**src/rtl/cv32e40p_instr_obi_arbiter.sv**
```systemverilog
`default_nettype none
// ============================================================================
// Module   : cv32e40p_instr_obi_arbiter
// Purpose  : Shares one OBI instruction memory port between two masters.
//            Master 0 is the prefetch buffer and master 1 is an auxiliary
//            instruction-side requester. Requests are arbitrated either
//            round-robin or with fixed priority to master 0. Responses are
//            routed back through an in-order ID FIFO that records which
//            master owns each outstanding transaction.
// Revision : 1.0 - initial release
// ----------------------------------------------------------------------------
// Ports
//   clk, rst_n                 clock, asynchronous active-low reset
//   m0_req_i / m0_addr_i       master 0 request and address
//   m0_gnt_o                   master 0 grant
//   m0_rvalid_o / m0_rdata_o   master 0 response valid and read data
//   m0_err_o                   master 0 bus error (valid with m0_rvalid_o)
//   m1_*                       same set for master 1
//   instr_req_o / instr_addr_o request and address towards memory
//   instr_gnt_i                memory grant
//   instr_rvalid_i             memory response valid
//   instr_rdata_i / instr_err_i memory read data and error
//   busy_o                     at least one transaction outstanding
//   outstanding_o              number of outstanding transactions
// ============================================================================
module cv32e40p_instr_obi_arbiter #(
  parameter int unsigned MAX_OUTSTANDING = 2,
  parameter bit          FIXED_PRIO      = 1'b0
) (
  input  logic        clk,
  input  logic        rst_n,

  input  logic        m0_req_i,
  input  logic [31:0] m0_addr_i,
  output logic        m0_gnt_o,
  output logic        m0_rvalid_o,
  output logic [31:0] m0_rdata_o,
  output logic        m0_err_o,

  input  logic        m1_req_i,
  input  logic [31:0] m1_addr_i,
  output logic        m1_gnt_o,
  output logic        m1_rvalid_o,
  output logic [31:0] m1_rdata_o,
  output logic        m1_err_o,

  output logic        instr_req_o,
  output logic [31:0] instr_addr_o,
  input  logic        instr_gnt_i,
  input  logic        instr_rvalid_i,
  input  logic [31:0] instr_rdata_i,
  input  logic        instr_err_i,

  output logic        busy_o,
  output logic [2:0]  outstanding_o
);

  localparam int unsigned      PTR_W    = (MAX_OUTSTANDING > 1) ? $clog2(MAX_OUTSTANDING) : 1;
  localparam logic [2:0]       MAX_CNT  = 3'(MAX_OUTSTANDING);
  localparam logic [PTR_W-1:0] LAST_PTR = PTR_W'(MAX_OUTSTANDING - 1);

  // --------------------------------------------------------------------------
  // State
  // --------------------------------------------------------------------------
  logic [MAX_OUTSTANDING-1:0] fifo_q, fifo_d;   // owner ID per slot (0/1)
  logic [PTR_W-1:0]           wptr_q, wptr_d;
  logic [PTR_W-1:0]           rptr_q, rptr_d;
  logic [2:0]                 count_q, count_d;
  logic                       lock_q, lock_d;
  logic                       locked_sel_q, locked_sel_d;
  logic                       last_grant_q, last_grant_d;

  // --------------------------------------------------------------------------
  // Combinational arbitration and routing
  // --------------------------------------------------------------------------
  logic can_issue;
  logic sel;
  logic req_sel;
  logic grant;
  logic rsp_valid;
  logic head;

  // Pointers wrap at MAX_OUTSTANDING, which need not be a power of two.
  function automatic logic [PTR_W-1:0] ptr_inc(input logic [PTR_W-1:0] p);
    if (p == LAST_PTR) begin
      return '0;
    end
    return p + PTR_W'(1);
  endfunction

  always_comb begin
    // Only the registered count gates issue: a response popping in the same
    // cycle does not open a slot until the next cycle.
    can_issue = (count_q < MAX_CNT);

    sel = 1'b0;
    if (lock_q) begin
      // A forwarded-but-ungranted request must keep its address stable, so
      // the pending master keeps the port regardless of priority.
      sel = locked_sel_q;
    end else if (m0_req_i && !m1_req_i) begin
      sel = 1'b0;
    end else if (m1_req_i && !m0_req_i) begin
      sel = 1'b1;
    end else if (m0_req_i && m1_req_i) begin
      sel = FIXED_PRIO ? 1'b0 : ~last_grant_q;
    end

    req_sel = sel ? m1_req_i : m0_req_i;

    // Nothing is forwarded while reset is held, so every grant stays low.
    instr_req_o  = rst_n & can_issue & req_sel;
    instr_addr_o = sel ? m1_addr_i : m0_addr_i;

    grant    = instr_req_o & instr_gnt_i;
    m0_gnt_o = grant & ~sel;
    m1_gnt_o = grant &  sel;

    // A response with nothing outstanding is a protocol violation; drop it.
    rsp_valid = instr_rvalid_i & (count_q != 3'd0);
    head      = fifo_q[rptr_q];

    m0_rvalid_o = rsp_valid & ~head;
    m1_rvalid_o = rsp_valid &  head;
    m0_err_o    = rsp_valid & ~head & instr_err_i;
    m1_err_o    = rsp_valid &  head & instr_err_i;

    m0_rdata_o = instr_rdata_i;
    m1_rdata_o = instr_rdata_i;

    busy_o        = (count_q != 3'd0);
    outstanding_o = count_q;
  end

  // --------------------------------------------------------------------------
  // Next-state logic
  // --------------------------------------------------------------------------
  always_comb begin
    fifo_d       = fifo_q;
    wptr_d       = wptr_q;
    rptr_d       = rptr_q;
    count_d      = count_q;
    last_grant_d = last_grant_q;

    if (grant) begin
      fifo_d[wptr_q] = sel;
      wptr_d         = ptr_inc(wptr_q);
      last_grant_d   = sel;
    end

    // The response always belongs to the oldest entry, even when a new
    // entry is pushed in the same cycle.
    if (rsp_valid) begin
      rptr_d = ptr_inc(rptr_q);
    end

    unique case ({grant, rsp_valid})
      2'b10:   count_d = count_q + 3'd1;
      2'b01:   count_d = count_q - 3'd1;
      default: count_d = count_q;
    endcase

    // Lock while the request is visible but unaccepted. If the locked master
    // withdraws its request, instr_req_o drops and the lock releases.
    lock_d       = instr_req_o & ~instr_gnt_i;
    locked_sel_d = lock_d ? sel : locked_sel_q;
  end

  // --------------------------------------------------------------------------
  // Registers
  // --------------------------------------------------------------------------
  always_ff @(posedge clk or negedge rst_n) begin
    if (!rst_n) begin
      fifo_q       <= '0;
      wptr_q       <= '0;
      rptr_q       <= '0;
      count_q      <= 3'd0;
      lock_q       <= 1'b0;
      locked_sel_q <= 1'b0;
      // Seeded to master 1 so that master 0 wins the first tie.
      last_grant_q <= 1'b1;
    end else begin
      fifo_q       <= fifo_d;
      wptr_q       <= wptr_d;
      rptr_q       <= rptr_d;
      count_q      <= count_d;
      lock_q       <= lock_d;
      locked_sel_q <= locked_sel_d;
      last_grant_q <= last_grant_d;
    end
  end

  // --------------------------------------------------------------------------
  // Protocol checks
  // --------------------------------------------------------------------------
`ifdef CV32E40P_ASSERT_ON
  if ((MAX_OUTSTANDING < 1) || (MAX_OUTSTANDING > 4)) begin : g_param_check
    $error("MAX_OUTSTANDING must be in the range 1..4");
  end

  a_no_rvalid_when_empty : assert property (
    @(posedge clk) disable iff (!rst_n)
    !(instr_rvalid_i && (count_q == 3'd0)))
    else $error("instr_rvalid_i asserted with no outstanding transaction");

  a_count_in_range : assert property (
    @(posedge clk) disable iff (!rst_n)
    count_q <= MAX_CNT)
    else $error("outstanding count exceeds MAX_OUTSTANDING");

  a_locked_master_requesting : assert property (
    @(posedge clk) disable iff (!rst_n)
    lock_q |-> req_sel)
    else $error("locked master withdrew its request before grant");
`endif

endmodule
`default_nettype wire

```
**config.mk**
```make
export PLATFORM = sky130hd
export DESIGN_NAME = cv32e40p_instr_obi_arbiter
export DESIGN_NICKNAME = d
export VERILOG_FILES = /design/src/rtl/cv32e40p_instr_obi_arbiter.sv
export SDC_FILE = /design/constraint.sdc
export NUM_CORES = 1
export LEC_CHECK = 0
export BUFFER_PORTS_ARGS = -buffer_cell sky130_fd_sc_hd__buf_2
export CAP_MARGIN = 30
export CORE_AREA = 2 2 82 84
export CTS_BUF_LIST = sky130_fd_sc_hd__clkbuf_4
export CTS_CLUSTER_SIZE = 10
export DETAILED_ROUTE_END_ITERATION = 10
export DIE_AREA = 0 0 84 86
export HOLD_SLACK_MARGIN = 0.06
export PLACE_DENSITY = 0.67
export REMOVE_ABC_BUFFERS = 1
export SLEW_MARGIN = 10
export SYNTH_ARGS = -nofsm -noshare
export SYNTH_HDL_FRONTEND = slang
export SYNTH_SLANG_ARGS = --single-unit
```
**constraint.sdc**
```tcl
create_clock -name clk -period 2.45 [get_ports clk]
set_clock_uncertainty 0.1 [all_clocks]
set_input_delay 0.49 -clock clk [delete_from_list [all_inputs] [get_ports clk]]
set_output_delay 0.49 -clock clk [all_outputs]
set_load 0.02 [all_outputs]
```
==> Yosys cells after proc, flatten, opt, wreduce, memory -nomap -nowiden <==
Index checks and enable logic that the tools add are counted.
{ "classes": {"n_addsub": 4, "n_mul": 0, "div_mod_pow": 0, "magnitude_cmp": 4, "eq_ne": 2, "shifts": 0, "n_mux": 20, "n_bitwise": 15, "n_reduce_logical": 8} }
{ "op_table": {"columns": ["cell", "count"], "rows": [
  ["2-to-1 mux 32 bit", 1],
  ["2-to-1 mux 1 bit", 16],
  ["AND 1 bit", 11],
  ["case mux 3 bit (2 select lines)", 1],
  ["logical AND 1 bit", 4],
  ["< comparator 1 x 2 -> 1 bit, second input constant", 2],
  ["NOT 1 bit", 4],
  ["adder 3 x 1 -> 3 bit, second input constant", 1],
  ["< comparator 3 x 2 -> 1 bit, second input constant", 1],
  ["nonzero test 3 bit", 1],
  ["subtractor 3 x 1 -> 3 bit, second input constant", 1],
  ["adder 1 bit, second input constant", 2],
  ["bitwise mux 2 bit", 1],
  ["equality test 2 x 1 -> 1 bit, second input constant", 1],
  ["equality test 2 bit, second input constant", 1],
  ["logical NOT 1 bit", 2],
  ["nonzero test 2 bit", 1],
  ["demux 1 bit (select 1 bit)", 1],
  ["greater-or-equal comparator 1 bit, second input constant", 1]
]} }
{ "totals": {"register_bits": 10, "latch_bits": 0, "mem_bits_rw": 0, "rom_bits": 0, "inputBits": 103, "out_inout_bits": 107, "word_cells": 60, "n_memories": 0} }

==> Depth between registers and ports, before layout <==
Gate-level depths: netlist (run 1).
{ "logic_depth": {"word_depth": 10, "ltp_mapped": 9, "depth_no_buf": 9} }

==> Least setup slack after synthesis (run 1) <==
Ideal clock, no wire load.
{ "synth_timing": {"kind": "input-to-reg", "start": "input m1_req_i", "end": "register count_q[2], in the netlist outstanding_o[2]", "setup_time_ns": 0.080, "arrival_time_ns": 2.094, "required_ns": 2.270, "path_slack_ns": 0.176, "stages": 9, "n_path_buf": 0, "cell_sequence": "nor2b_1 > o311a_4 > nand2_2 > ha_1 > inv_1 > fa_1 > xor2_1 > nor2_1 > xor2_1"} }
{ "synth_between": {"elab_chain_len": 10, "elab_cells_between_ends": 15, "cone_classes": "eq/ne: 2; mux: 6; bitwise: 2; reduce/logical: 5"} }
{ "synth_lines": {"columns": ["item", "line_no", "text"], "rows": [
  ["from (decl)", "40", "input logic m1_req_i,"],
  ["logical AND 1 bit", "105", "end else if (m0_req_i && m1_req_i) begin"],
  ["2-to-1 mux 1 bit", "105", null],
  ["2-to-1 mux 1 bit", "103", "end else if (m1_req_i && !m0_req_i) begin"],
  ["2-to-1 mux 1 bit", "101", "end else if (m0_req_i && !m1_req_i) begin"],
  ["2-to-1 mux 1 bit", "97", "if (lock_q) begin"],
  ["2-to-1 mux 1 bit (*)", "109", "req_sel = sel ? m1_req_i : m0_req_i;"],
  ["AND 1 bit (*)", "112", "instr_req_o = rst_n & can_issue & req_sel;"],
  ["net instr_req_o", "47", "output logic instr_req_o,"],
  ["AND 1 bit (*)", "115", "grant = instr_req_o & instr_gnt_i;"],
  ["equality test 2 x 1 -> 1 bit / equality test 2 bit (equally long branches)", "157", "unique case ({grant, rsp_valid})"],
  ["case mux 3 bit (2 select lines) / nonzero test 2 bit (equally long branches)", null, null],
  ["to (signal assigned)", "186", "count_q <= count_d;"],
  ["to (decl)", "68", "logic [2:0] count_q, count_d;"]
]} }
Mark *: on every way through the listed nets, which the timed path passes. The rest lies on a longest branch.
A chain may end at the register's enable or synchronous reset.

==> Worst setup path after layout (run 1) <==
{ "layout_timing": {"start": "register locked_sel_q", "end": "register count_q[2], in the netlist outstanding_o[2]"} }
{ "layout_between": {"elab_chain_len": 6, "elab_cells_between_ends": 8, "cone_classes": "eq/ne: 2; mux: 3; bitwise: 2; reduce/logical: 1"} }
{ "layout_lines": {"columns": ["item", "line_no", "text"], "rows": [
  ["from (decl)", "70", "logic locked_sel_q, locked_sel_d;"],
  ["from (signal assigned)", "188", "locked_sel_q <= locked_sel_d;"],
  ["2-to-1 mux 1 bit (*)", "97", null],
  ["2-to-1 mux 1 bit (*)", "109", null],
  ["AND 1 bit (*)", "112", null],
  ["AND 1 bit (*)", "115", null],
  ["equality test 2 x 1 -> 1 bit / equality test 2 bit (equally long branches)", "157", null],
  ["case mux 3 bit (2 select lines) / nonzero test 2 bit (equally long branches)", null, null]
]} }
Every way passes the cells marked *; elsewhere a longest branch is shown, timed or not.

==> out/qor.yml, run 1 <==
cells_and_area:
  multi_input_area_sq_um: 657
  utilization_pct: 27.0
  areaGrowthSynthToFinish_pct: 18.5
  n_fill_cell: 701
  antennaDiodeCount: 0
  layout_common_cells: "buf_2 (113), nand2_1 (98), dfrtp_1 (9)"
  register_area_sq_um: 251
  final_area_sq_um: 1700
  num-nets-final: 374
  drive_gt1_share_pct: 48.9
  mostFrequentLayoutCell: "buf_2"
die:
  die_w_microns: 84
  start_util_pct: 22.8
  die_h_microns: 86
  core_sq_um: 6280
  dieArea_sq_um: 7220
  rows: 29
  num_io_pins: 210
worst_setup_path:
  r2r-end: "outstanding_o[2]"
  crit_path_max_fanout: 6
  critPathKind: "reg -> reg"
  crit_chain: "and2_4, o311a_4, nand2_2, ha_1, inv_1, fa_1, xor2_1, nor2_1, xor2_1"
  r2r_start: "locked_sel_q"
  cp.required_ps: 2540
  cpMostUsedCell: "xor2_1"
  slowest_stage: "dfrtp_1"
  cp-end-kind: "register"
  cpPeakStageDelay_ps: 400
  start_kind: "register"
  r2r_slack_ps: 170
  arrival_ps: 2370
  r2r_cells: 9
hold_path:
  hp-start: "instr_gnt_i"
  hold-path-endpoint: "lock_q"
  min_path_type: "in -> reg"
  min_path_cells: 2
power:
  switchingPower_uw: 700
  clkPwrFrac_pct: 9.3
  seq_power_share_pct: 22.7
  p_per_area_nw_per_um2: 837
  leakage_uw: 0.00106
  peakVddDrop_mv: 0.690
  p_int_uw: 718
  power_frac_comb_pct: 68.0
  switching_share_pct: 49.4
cts:
  post-cts-setup-buffers: 0
  numClockSinks: 10
  htree_levels: 1
  cts_root_buf: "clkbuf_4"
  cts_buffers: 3
  path_clk_slew_ps: 70
  clk_latency_ps: 270
  cts_max_path_buffers: 2
  tritoncts: "built"
timing:
  worst_slack_ps: 171
  rsz0062_at_grt: "no"
  whs_ps: 369
  maxSlewViolCount: 0
  finalSetupTns_ps: 0
  fin_crit_sh_pct: 93.0
  fin_crit_ps: 2280
  fmax_ghz: 0.439
  setup_violations: 0
  tightest_slew_ps: 267
  hold_viol_final: 0
  relSlewSlack_pct: 82.2
placed_design:
  place_area_sq_um: 1650
  dp_slack_ps: 36.6
  port_buffers: 113
  dpl.hpwl_microns: 5830
  gp_congestion: 0.784
detailed_routing:
  drc_errors: 0
  drt_iter0_drc: 56
  wl_met2_microns: 3220
  drt-met1-wl_microns: 1900
  ant_nets: 0
  viasPerCell: 4.38
  routed.top_layer: "met5"
  wl_microns: 6760
  wire_per_inst_microns: 19.6
  wl_met3_microns: 1550
  dr_total_vias: 1511
  firstDrtPassIters: 4
synth:
  synth-seq-area-share_pct: 17.6
  syn_area_sq_um: 1430
  ys_seq_elements: 10
  postSynthCellCount: 215
  yosysTopAreaCell: "buf_4"
  yosys.area.top_type_share_pct: 33.6
  syn_area_per_cell_sq_um: 6.65
  yosys_warnings: 0
  ys_types: 28
  yosys-top-cells-area: "buf_4 (34%), nand2_1 (26%), dfrtp_1 (16%)"
global_routing:
  grt_pass1_vias: 1375
  grtUsageTotal_pct: 17.8
  overflow: 0
  grt_max_degree: 27
  antenna_found_initial: 0
  grt_pass1_wl_microns: 9240
run_status:
  status: "completed"
run:
  max_cap_violations: 0
-- how the worst max path moves through the flow --
| stage | to | startpoint | depth (start not counted) |
|---|---|---|---|
| 6_report | outstanding_o[2] | locked_sel_q | 9 |
| 5_1_grt | outstanding_o[2] | locked_sel_q | 9 |
| 4_1_cts | m0_gnt_o | outstanding_o[2] | 6 |
| 3_5_place_dp | outstanding_o[2] | m1_req_i | 10 |
| 3_3_place_gp | outstanding_o[2] | m1_req_i | 10 |
| 2_1_floorplan | m1_gnt_o | m1_req_i | 3 |
-- per-stage QoR --
stage / power (uW) / cells
CTS: 1430 / 345
floorplan: 919 / 144
global placement: 1270 / 340
finish: 1420 / 345
detailed placement: 1290 / 340
global route: 1540 / 345
-- cell type report --
class                   count  area share, %
inverters                   4          0.886
flip-flops and latches     10           14.8
multi-input cells         130           38.7
repair buffers            120           38.1
well taps                  77           5.68
clock buffers               4           1.77
-- critical path, delay by kind of cell, from the launching register on --
kind	cells	cell delay [ps]
xor gates and xnor gates	2	320
buffers and inverters	1	60
AOI/OAI and AO/OA	1	380
DFF	1	400
and+or+nand+nor	3	400
adders and majority gates	2	550
-- flip-flops by register name (all words and copies together) (netlist names) --
signal and flops:
wptr_q 1, locked_sel_q 1, lock_q 1, outstanding_o 3
last_grant_q 1, fifo_q 2, rptr_q 1
-- synthesized netlist by cell type, drive strengths merged --
cell	count
nand2	99
buf	71
dfrtp	9
inv	4
nor2	4
and2	3
mux2	3
xnor2	3
mux2i	2
nand3b	2
nor2b	2
xor2	2
a21o	1
a21oi	1
a31oi	1
a41oi	1
and3	1
dfstp	1
fa	1
ha	1
nor3b	1
o311a	1
or3	1
-- what timing repair did --
action,in CTS,in global routing
hold buffers,1,0
endpoints found under the setup margin,0,2
hold endpoints to repair,9,0
resized for setup,0,1
-- power by group through the flow --
stage	sequential (uW)	combinational [uW]	clock [uW]
finish	322	965	132
global route	333	1060	145
CTS	318	976	136
detailed placement	320	969	0
global placement	317	955	0
floorplan	336	582	0
-- per-layer routing --
metal	GRT usage, %	up-vias
li1	-	699
met1	14.2	616
met2	29.5	188
met3	18.6	6
met4	3.37	2
met5	12.6	-
-- kinds of logic (layout without fill, tap and decap cells) --
group	count (synthesis)	count (layout)	share of synthesized area, %
AND/OR/NAND/NOR	113	113	32.5
XOR/XNOR	5	5	3.06
flip-flops	10	10	17.6
adder cells (fa/ha/maj)	2	2	2.27
AO/OA/AOI/OAI	5	5	3.41
buffers and inverters	75	128	37.1
multiplexers	5	5	4.02
Power figures use the tool's default switching activity.
==> run 2, diff against run 1 <==
- BUFFER_PORTS_ARGS: -buffer_cell sky130_fd_sc_hd__buf_2 -> not set
- CORE_AREA: 2 2 82 84 -> 2 2 81 83
- DIE_AREA: 0 0 84 86 -> 0 0 83 85
- DONT_BUFFER_PORTS: not set -> 1
- PLACE_DENSITY: 0.67 -> 0.39
==> run 2 against run 1 <==
Effect of this change: clock power up 3%; register-to-register slack better by 60 ps; setup slack worse by 51 ps; total power down 14%; largest power group unchanged.
==> out/qor.yml, run 2 (synthesis results as in run 1) <==
run_status:
  status: "completed"
timing:
  fmax_ghz: 0.429
  finalSetupTns_ps: 0
  setup_violations: 0
  relSlewSlack_pct: 67.8
  tightest_slew_ps: 481
  hold_viol_final: 0
  whs_ps: 177
  maxSlewViolCount: 0
  fin_crit_ps: 2330
  rsz0062_at_grt: "no"
  fin_crit_sh_pct: 95.1
global_routing:
  grt_max_degree: 26
  grt_pass1_wl_microns: 8240
  overflow: 0
  antenna_found_initial: 0
  grtUsageTotal_pct: 17.3
  grt_pass1_vias: 1005
worst_setup_path:
  cp-end-kind: "primary output"
  arrival_ps: 1740
  critPathKind: "reg -> out"
  r2r_start: "locked_sel_q"
  r2r_slack_ps: 230
  r2r_cells: 9
  start_kind: "register"
  r2r-end: "outstanding_o[2]"
  crit_path_max_fanout: 4
  cp.required_ps: 1860
cts:
  cts_buffers: 3
  path_clk_slew_ps: 80
  clk_latency_ps: 270
  cts_max_path_buffers: 2
  tritoncts: "built"
  numClockSinks: 10
  cts_root_buf: "clkbuf_4"
  htree_levels: 1
  post-cts-setup-buffers: 0
die:
  dieArea_sq_um: 7060
  core_sq_um: 6200
  die_h_microns: 85
  rows: 29
  num_io_pins: 210
  die_w_microns: 83
  start_util_pct: 23.0
detailed_routing:
  wl_microns: 6510
  dr_total_vias: 1126
  wire_per_inst_microns: 27.8
  firstDrtPassIters: 4
  ant_nets: 0
  drc_errors: 0
  viasPerCell: 4.81
  drt_iter0_drc: 27
cells_and_area:
  final_area_sq_um: 1140
  register_area_sq_um: 251
  largest_register_ffs: 3
  n_fill_cell: 704
  mostFrequentLayoutCell: "nand2_1"
  multi_input_area_sq_um: 667
  layout_common_cells: "nand2_1 (98), dfrtp_1 (9), buf_4 (7)"
  areaGrowthSynthToFinish_pct: -20.1
  instances_no_fill: 234
  num-nets-final: 263
  drive_gt1_share_pct: 13.4
  antennaDiodeCount: 0
run:
  max_cap_violations: 0
power:
  total_power_uw: 1220
  peakVddDrop_mv: 0.438
  p_per_area_nw_per_um2: 1070
  leakage_uw: 0.000609
hold_path:
  min_path_cells: 1
  min_path_type: "in -> reg"
  hp-start: "instr_gnt_i"
  hold-path-endpoint: "lock_q"
placed_design:
  port_buffers: 0
  dp.cells: 229
  gp_congestion: 0.727
  dpl.hpwl_microns: 5820
  place_area_sq_um: 1090
==> run 2: changes by cell type in the layout (fill, tap and decap cells not counted), sizes merged <==
cell,change
buf,-111
==> run 2: where the power goes <==
part	internal [uW]	switching (uW)	leakage [uW]
sequential	250	108	0.000119
combinational	246	483	0.000471
clock	74.0	61.8	0.0000184
total	570	652	0.000609
==> run 2: what timing repair did <==
action / in CTS / in global routing
resized for setup: 1 / 2
hold endpoints to repair: 10 / 0
pin swaps: 0 / 0
hold buffers: 1 / 0
setup endpoints to repair: 1 / 2
==> run 2: worst max-delay path by stage <==
stage,from,endpoint,slack (ps),depth (start not counted)
6_report,outstanding_o[2],m0_err_o,120,3
5_1_grt,outstanding_o[2],m0_err_o,30,3
4_1_cts,outstanding_o[2],m1_gnt_o,30,5
3_5_place_dp,m1_req_i,outstanding_o[2],200,9
3_3_place_gp,m1_req_i,outstanding_o[2],220,9
2_1_floorplan,m1_req_i,m1_gnt_o,-360,3
==> run 2: cell type report <==
cell class                 instances  area share, %
timing repair buffer               9           7.23
multi-input combinational        130           58.4
clock buffer                       4           2.63
sequential                        10           22.0
inverter                           4           1.31
tap                               77           8.43
==> run 2: routing by layer <==
layer / share of wire [%] / track usage, % / vias to the layer above
met1: 24 / 12.1 / 465
met2: 52 / 30.5 / 175
met5: 0 / 1.40 / -
met4: 2.5 / 5.66 / 0
met3: 22 / 18.2 / 8
li1: - / - / 478
==> run 2: per-stage QoR <==
stage | utilization (%) | setup slack, ps
CTS | 18.3 | 28.0
detailed placement | 17.5 | 200
finish | 18.4 | 120
global placement | 17.5 | 218
global route | 18.4 | 33.2
floorplan | - | -361
==> run 2: critical path, cell delays in order, from the launching register on <==
cell     delay [ps]
dfrtp_1         500
or3_1           450
and3_1          260
and2_1          260
